--- config.mk ---
export PLATFORM = sky130hd
export DESIGN_NAME = echo_delay_ctrl
export DESIGN_NICKNAME = d
export VERILOG_FILES = /design/src/rtl/echo_delay_ctrl.sv
export SDC_FILE = /design/constraint.sdc
export NUM_CORES = 1
export LEC_CHECK = 0
export CAP_MARGIN = 20
export CORE_MARGIN = 8
export CORE_UTILIZATION = 54
export DETAILED_ROUTE_END_ITERATION = 6
export PLACE_DENSITY_LB_ADDON = 0.15
export SLEW_MARGIN = 20
export SYNTH_ARGS = -nofsm -noshare
export SYNTH_HDL_FRONTEND = slang
export SYNTH_SLANG_ARGS = --single-unit
--- constraint.sdc ---
create_clock -name pi_clk -period 11.9 [get_ports pi_clk]
set_clock_uncertainty 0.15 [all_clocks]
set_input_delay 1.19 -clock pi_clk [delete_from_list [all_inputs] [get_ports pi_clk]]
set_output_delay 1.19 -clock pi_clk [all_outputs]
set_load 0.1 [all_outputs]
--- src/rtl/echo_delay_ctrl.sv ---
// Echo/feedback delay controller: drives an external dual-port delay memory.
// Each accepted sample x is combined with the delayed, gain-scaled memory
// contents, saturated, written back into the delay line and presented on the
// output stream.
//
// state    | meaning
// ---------+---------------------------------------------------------------
// ST_CLEAR | zero the delay memory, one address per cycle, after reset
// ST_IDLE  | ready for a new input sample
// ST_READ  | issue the delay-line read at wr_ptr - delay
// ST_CALC  | read data present; compute and register saturated y
// ST_WRITE | write y back at wr_ptr, advance wr_ptr
// ST_OUT   | present y downstream until accepted
module echo_delay_ctrl #(
    parameter int DATA_WIDTH = 16,
    parameter int MEM_DEPTH  = 512,
    parameter int GAIN_WIDTH = 8,
    localparam int ADDR_W    = $clog2(MEM_DEPTH)
) (
    input  logic                  pi_clk,
    input  logic                  pi_areset_n,
    input  logic [DATA_WIDTH-1:0] pi_in_data,
    input  logic                  pi_in_valid,
    output logic                  po_in_ready,
    input  logic [ADDR_W-1:0]     pi_delay,
    input  logic [GAIN_WIDTH-1:0] pi_gain,
    output logic [DATA_WIDTH-1:0] po_out_data,
    output logic                  po_out_valid,
    input  logic                  pi_out_ready,
    output logic                  po_mem_w_en,
    output logic [ADDR_W-1:0]     po_mem_w_addr,
    output logic [DATA_WIDTH-1:0] po_mem_data,
    output logic                  po_mem_r_en,
    output logic [ADDR_W-1:0]     po_mem_r_addr,
    input  logic [DATA_WIDTH-1:0] pi_mem_data
);

    localparam int PROD_W = DATA_WIDTH + GAIN_WIDTH + 1;
    localparam logic [ADDR_W-1:0] LAST_ADDR = ADDR_W'(MEM_DEPTH - 1);
    localparam logic [ADDR_W:0]   DEPTH_EXT = (ADDR_W + 1)'(MEM_DEPTH);

    typedef enum logic [2:0] {
        ST_CLEAR,
        ST_IDLE,
        ST_READ,
        ST_CALC,
        ST_WRITE,
        ST_OUT
    } state_t;

    state_t state_q, state_nxt;

    logic [ADDR_W-1:0]     clr_cnt_q;
    logic [ADDR_W-1:0]     wr_ptr_q;
    logic [DATA_WIDTH-1:0] x_q;
    logic [ADDR_W-1:0]     delay_q;
    logic [GAIN_WIDTH-1:0] gain_q;
    logic [DATA_WIDTH-1:0] y_q;

    logic [ADDR_W:0]          rd_sum;
    logic [ADDR_W-1:0]        rd_addr;
    logic signed [PROD_W-1:0] mem_ext;
    logic signed [PROD_W-1:0] gain_ext;
    logic signed [PROD_W-1:0] prod;
    logic signed [PROD_W-1:0] prod_sh;
    logic [DATA_WIDTH:0]      echo_ext;
    logic [DATA_WIDTH:0]      x_ext;
    logic [DATA_WIDTH:0]      sum;
    logic [DATA_WIDTH-1:0]    y_sat;

    // State register; reset always restarts the memory clear.
    always_ff @(posedge pi_clk or negedge pi_areset_n) begin
        if (!pi_areset_n) begin
            state_q <= ST_CLEAR;
        end else begin
            state_q <= state_nxt;
        end
    end

    // Next-state decode; every working state lasts one cycle except IDLE/OUT.
    always_comb begin
        state_nxt = state_q;
        case (state_q)
            ST_CLEAR: if (clr_cnt_q == LAST_ADDR) state_nxt = ST_IDLE;
            ST_IDLE:  if (pi_in_valid) state_nxt = ST_READ;
            ST_READ:  state_nxt = ST_CALC;
            ST_CALC:  state_nxt = ST_WRITE;
            ST_WRITE: state_nxt = ST_OUT;
            ST_OUT:   if (pi_out_ready) state_nxt = ST_IDLE;
            default:  state_nxt = ST_CLEAR;
        endcase
    end

    // Datapath registers: clear counter, input capture, result and write pointer.
    always_ff @(posedge pi_clk or negedge pi_areset_n) begin
        if (!pi_areset_n) begin
            clr_cnt_q <= '0;
            wr_ptr_q  <= '0;
            x_q       <= '0;
            delay_q   <= '0;
            gain_q    <= '0;
            y_q       <= '0;
        end else begin
            case (state_q)
                ST_CLEAR: begin
                    if (clr_cnt_q == LAST_ADDR) clr_cnt_q <= '0;
                    else                        clr_cnt_q <= clr_cnt_q + 1'b1;
                end
                ST_IDLE: begin
                    if (pi_in_valid) begin
                        x_q     <= pi_in_data;
                        delay_q <= pi_delay;
                        gain_q  <= pi_gain;
                    end
                end
                ST_CALC: y_q <= y_sat;
                ST_WRITE: begin
                    if (wr_ptr_q == LAST_ADDR) wr_ptr_q <= '0;
                    else                       wr_ptr_q <= wr_ptr_q + 1'b1;
                end
                default: ;
            endcase
        end
    end

    // Delay-line read address, modulo MEM_DEPTH; a delay of 0 means a full lap.
    always_comb begin
        rd_sum = {1'b0, wr_ptr_q} + DEPTH_EXT - {1'b0, delay_q};
        if (delay_q == '0) begin
            rd_addr = wr_ptr_q;
        end else if (rd_sum >= DEPTH_EXT) begin
            rd_addr = ADDR_W'(rd_sum - DEPTH_EXT);
        end else begin
            rd_addr = ADDR_W'(rd_sum);
        end
    end

    // Feedback term: signed sample times unsigned gain, floor-scaled by 2^-GAIN_WIDTH.
    always_comb begin
        mem_ext  = {{(GAIN_WIDTH + 1){pi_mem_data[DATA_WIDTH-1]}}, pi_mem_data};
        gain_ext = {{(DATA_WIDTH + 1){1'b0}}, gain_q};
        prod     = mem_ext * gain_ext;
        prod_sh  = prod >>> GAIN_WIDTH;
        echo_ext = prod_sh[DATA_WIDTH:0];
        x_ext    = {x_q[DATA_WIDTH-1], x_q};
        sum      = x_ext + echo_ext;
        // Overflow shows as disagreement between the two top bits of the wide sum.
        if (sum[DATA_WIDTH] != sum[DATA_WIDTH-1]) begin
            y_sat = sum[DATA_WIDTH] ? {1'b1, {(DATA_WIDTH - 1){1'b0}}}
                                    : {1'b0, {(DATA_WIDTH - 1){1'b1}}};
        end else begin
            y_sat = sum[DATA_WIDTH-1:0];
        end
    end

    // Outputs are decodes of the state register and held datapath registers.
    // The write enable is masked by reset so CLEAR does not write while held.
    assign po_in_ready   = (state_q == ST_IDLE);
    assign po_out_valid  = (state_q == ST_OUT);
    assign po_out_data   = y_q;
    assign po_mem_r_en   = (state_q == ST_READ);
    assign po_mem_r_addr = rd_addr;
    assign po_mem_w_en   = pi_areset_n & ((state_q == ST_CLEAR) | (state_q == ST_WRITE));
    assign po_mem_w_addr = (state_q == ST_CLEAR) ? clr_cnt_q : wr_ptr_q;
    assign po_mem_data   = (state_q == ST_CLEAR) ? '0 : y_q;

endmodule

==> impl_metrics.json <==
{
  "wl_per_cell_um": 14.80,
  "rrSetupSlack_ns": 3.78,
  "cp-start-kind": "input pin",
  "relSlewSlack_pct": 30.34,
  "topRoutingLayerUsed": "met4",
  "status": "finished clean",
  "vias": 6794,
  "worst_r2r_path_depth": 28,
  "wl_met3_um": 711,
  "syn_inst": 983,
  "final_cell_mix": "inv_1 (167), nand2_1 (109), clkdlybuf4s50_1 (105)",
  "arrival_ns": 8.88,
  "fin_cells": 1292,
  "worstPathBufferInverterCount": 4,
  "cts_num_sinks": 70,
  "clk_pin_slew_ns": 0.06,
  "grt_usage_pct": 19.72,
  "synth_cell_types": 53,
  "die_area_mm2": 0.02062,
  "worst_ep_required_time_ns": 11.98,
  "place_congestion": 0.8450,
  "p_leak_nw": 5.296,
  "io_buffer_count": 106,
  "cts_max_level": 3,
  "post_cts_buffers": 0,
  "cp-endpoint": "po_out_data[13]",
  "die_x_um": 143.6,
  "final_nets": 1302,
  "vdd_drop_max_mv": 0.07517,
  "synth.avg_cell_area_um2": 8.944,
  "timing.critical_path.mode_cell": "fa_1",
  "crit_path_end_kind": "flip-flop",
  "cts_tree": "yes",
  "setup_viol": 0,
  "cts_buffers": 9,
  "crit_path_max_fanout": 25,
  "design_area_mm2": 0.01035,
  "final_hold_viol_count": 0,
  "startpoint": "pi_mem_data[7]",
  "rows": 46,
  "max_slew.worst_pin.slew_ns": 1.040,
  "dr.pass1.iters": 4,
  "hold_class": "flip-flop to flip-flop",
  "gr-total-overflow": 0,
  "synthesis.area_mm2": 0.008792,
  "postRouteAntennaNets": 0,
  "start_util_pct": 55.35,
  "drt-initial-drc-count": 312,
  "finalMaxSlewViolations": 0,
  "r2r_end": "po_out_data[13]",
  "critPathTopFamily": "adder cells",
  "yosysWarningCount": 0,
  "min_period_ns": 8.807,
  "dp.cells": 1275,
  "wl_met1_um": 8333,
  "mostFrequentLayoutCell": "inv_1",
  "final_layout_size_suffix_gt1_share_pct": 5.762,
  "core_mm2": 0.01589,
  "grt_setup_unrepaired": "no",
  "ys.flop_type": "dfrtp_1",
  "cp_slowest_cell": "xnor2_2",
  "fin_util_pct": 65.15,
  "syn_nets": 1214,
  "post-route-period-util_pct": 74.01,
  "power_density_mw_per_mm2": 54.33,
  "grt_max_degree": 72,
  "grt_pass1_wl_um": 33060,
  "antennaDiodeCount": 0,
  "crit-reg2reg-launch": "gain_q[2]",
  "place_area_mm2": 0.01000,
  "async_flop_share_pct": 100.0,
  "path_depth": 29,
  "cts_max_path_buffers": 2,
  "root_buffer": "clkbuf_16",
  "vias_per_cell": 5.259,
  "io_pins": 107,
  "cts_resized": 0,
  "timing.max_cap.violations": 0,
  "yosysSeqAreaShare_pct": 19.92,
  "ys_ff_latch": 70,
  "critPathKind": "input pin to flip-flop",
  "max_freq_ghz": 0.1135,
  "total_power_uw": 562.3,
  "dp_hpwl_um": 15470,
  "clk-insertion-delay-late_ns": 0.33,
  "area_delta_synth_final_pct": 17.70,
  "route.met2.wl_um": 9817,
  "grt_pass1_vias": 6952,
  "fin_tns_setup_ns": 0,
  "max_stage_delay_ns": 0.82,
  "routed_wl_um": 19130,
  "antenna_found_initial": 0,
  "synth-edff-count": 0,
  "die_h_um": 143.6,
  "ctsHoldBuffers": 0,
  "drcViolationCount": 0
}
## where the power goes
part	internal (mW)	leakage (nW)	switching, mW
Combinational	0.0154	4.28	0.0140
Sequential	0.238	0.854	0
Clock	0.196	0.159	0.0991
## through the flow
step / setup slack, ns / hold slack (ns)
CTS: 3.148 / 0.3443
finish: 3.093 / 0.3408
detailed placement: 2.820 / 0.3316
floorplan: 4.292 / 0.3289
global placement: 2.926 / 0.3333
global route: 2.496 / 0.3730
## final cells by class
cell class / instances / area, µm²
clock buffer: 12 / 256.5
clock inverter: 4 / 76.32
fill: 1394 / 5537
inverter: 167 / 626.9
multi-input combinational: 715 / 6290
sequential: 70 / 1752
tap: 216 / 270.3
timing repair buffer: 108 / 1077
## state kept, by name, summed over array words and instances, names as in the netlist
| name | count |
|---|---|
| po_out_data | 16 |
| x_q | 16 |
| clr_cnt_q | 9 |
| delay_q | 9 |
| wr_ptr_q | 9 |
| gain_q | 8 |
| state_q | 3 |
## metal layers
| layer | GRT usage (%) | vias to the layer above |
|---|---|---|
| met5 | 0 | - |
| met4 | 4.483 | 0 |
| met3 | 3.185 | 21 |
| met2 | 34.65 | 112 |
| met1 | 24.92 | 3322 |
| li1 | - | 3339 |
## worst min path at each step
stage	depth (start not counted)	from	slack [ns]	end
floorplan	1	clr_cnt_q[3]	0.33	clr_cnt_q[3]
finish	2	po_out_data[12]	0.34	po_out_data[12]
global placement	2	po_out_data[12]	0.33	po_out_data[12]
global route	2	po_out_data[12]	0.37	po_out_data[12]
CTS	2	po_out_data[12]	0.34	po_out_data[12]
detailed placement	2	po_out_data[12]	0.33	po_out_data[12]
## cell usage after synthesis, types with 3 or more instances
cell / n / area, µm²
mux2_2: 37 / 416.7
nor3_1: 7 / 35.03
nand2_1: 109 / 409.1
o21a_1: 5 / 37.54
o21ai_1: 3 / 15.01
fa_1: 103 / 2062
and2_1: 71 / 444.2
clkbuf_1: 25 / 93.84
nor2b_1: 24 / 150.1
xnor2_1: 26 / 227.7
nor3b_1: 3 / 22.52
o31ai_1: 16 / 120.1
o211ai_1: 3 / 22.52
nand3_1: 5 / 25.02
a22o_1: 3 / 26.28
a211oi_1: 3 / 22.52
nor4_1: 3 / 18.77
inv_1: 167 / 626.9
a31oi_1: 5 / 31.28
ha_1: 75 / 938.4
xor2_1: 8 / 70.07
dfrtp_1: 70 / 1752
a21boi_0: 3 / 22.52
and3_1: 11 / 68.82
mux2i_1: 4 / 40.04
nand2b_1: 9 / 56.30
o21bai_1: 3 / 22.52
o21ai_0: 54 / 270.3
nand4_1: 8 / 50.05
nand3b_1: 4 / 30.03
a21o_1: 7 / 52.55
a21oi_1: 37 / 185.2
buf_4: 3 / 22.52
nor2_1: 46 / 172.7
## worst reg2reg max path: cells and delay by family (launching register included)
kind | cells | cell delay [ns]
adders and majority gates | 6 | 2.69
AOI/OAI and AO/OA | 11 | 2.49
xor gates and xnor gates | 2 | 0.96
and+or+nand+nor | 6 | 0.84
DFF | 1 | 0.75
buffers and inverters | 3 | 0.14
## cells by family after synthesis
kind of cell | share of synthesized area (%)
xor+xnor | 3.572
simple gates | 17.35
buf+inv | 8.681
flops | 19.92
fa+ha+maj | 34.24
compound gates | 11.04
mux | 5.194
(Power assumes the default switching activity.)
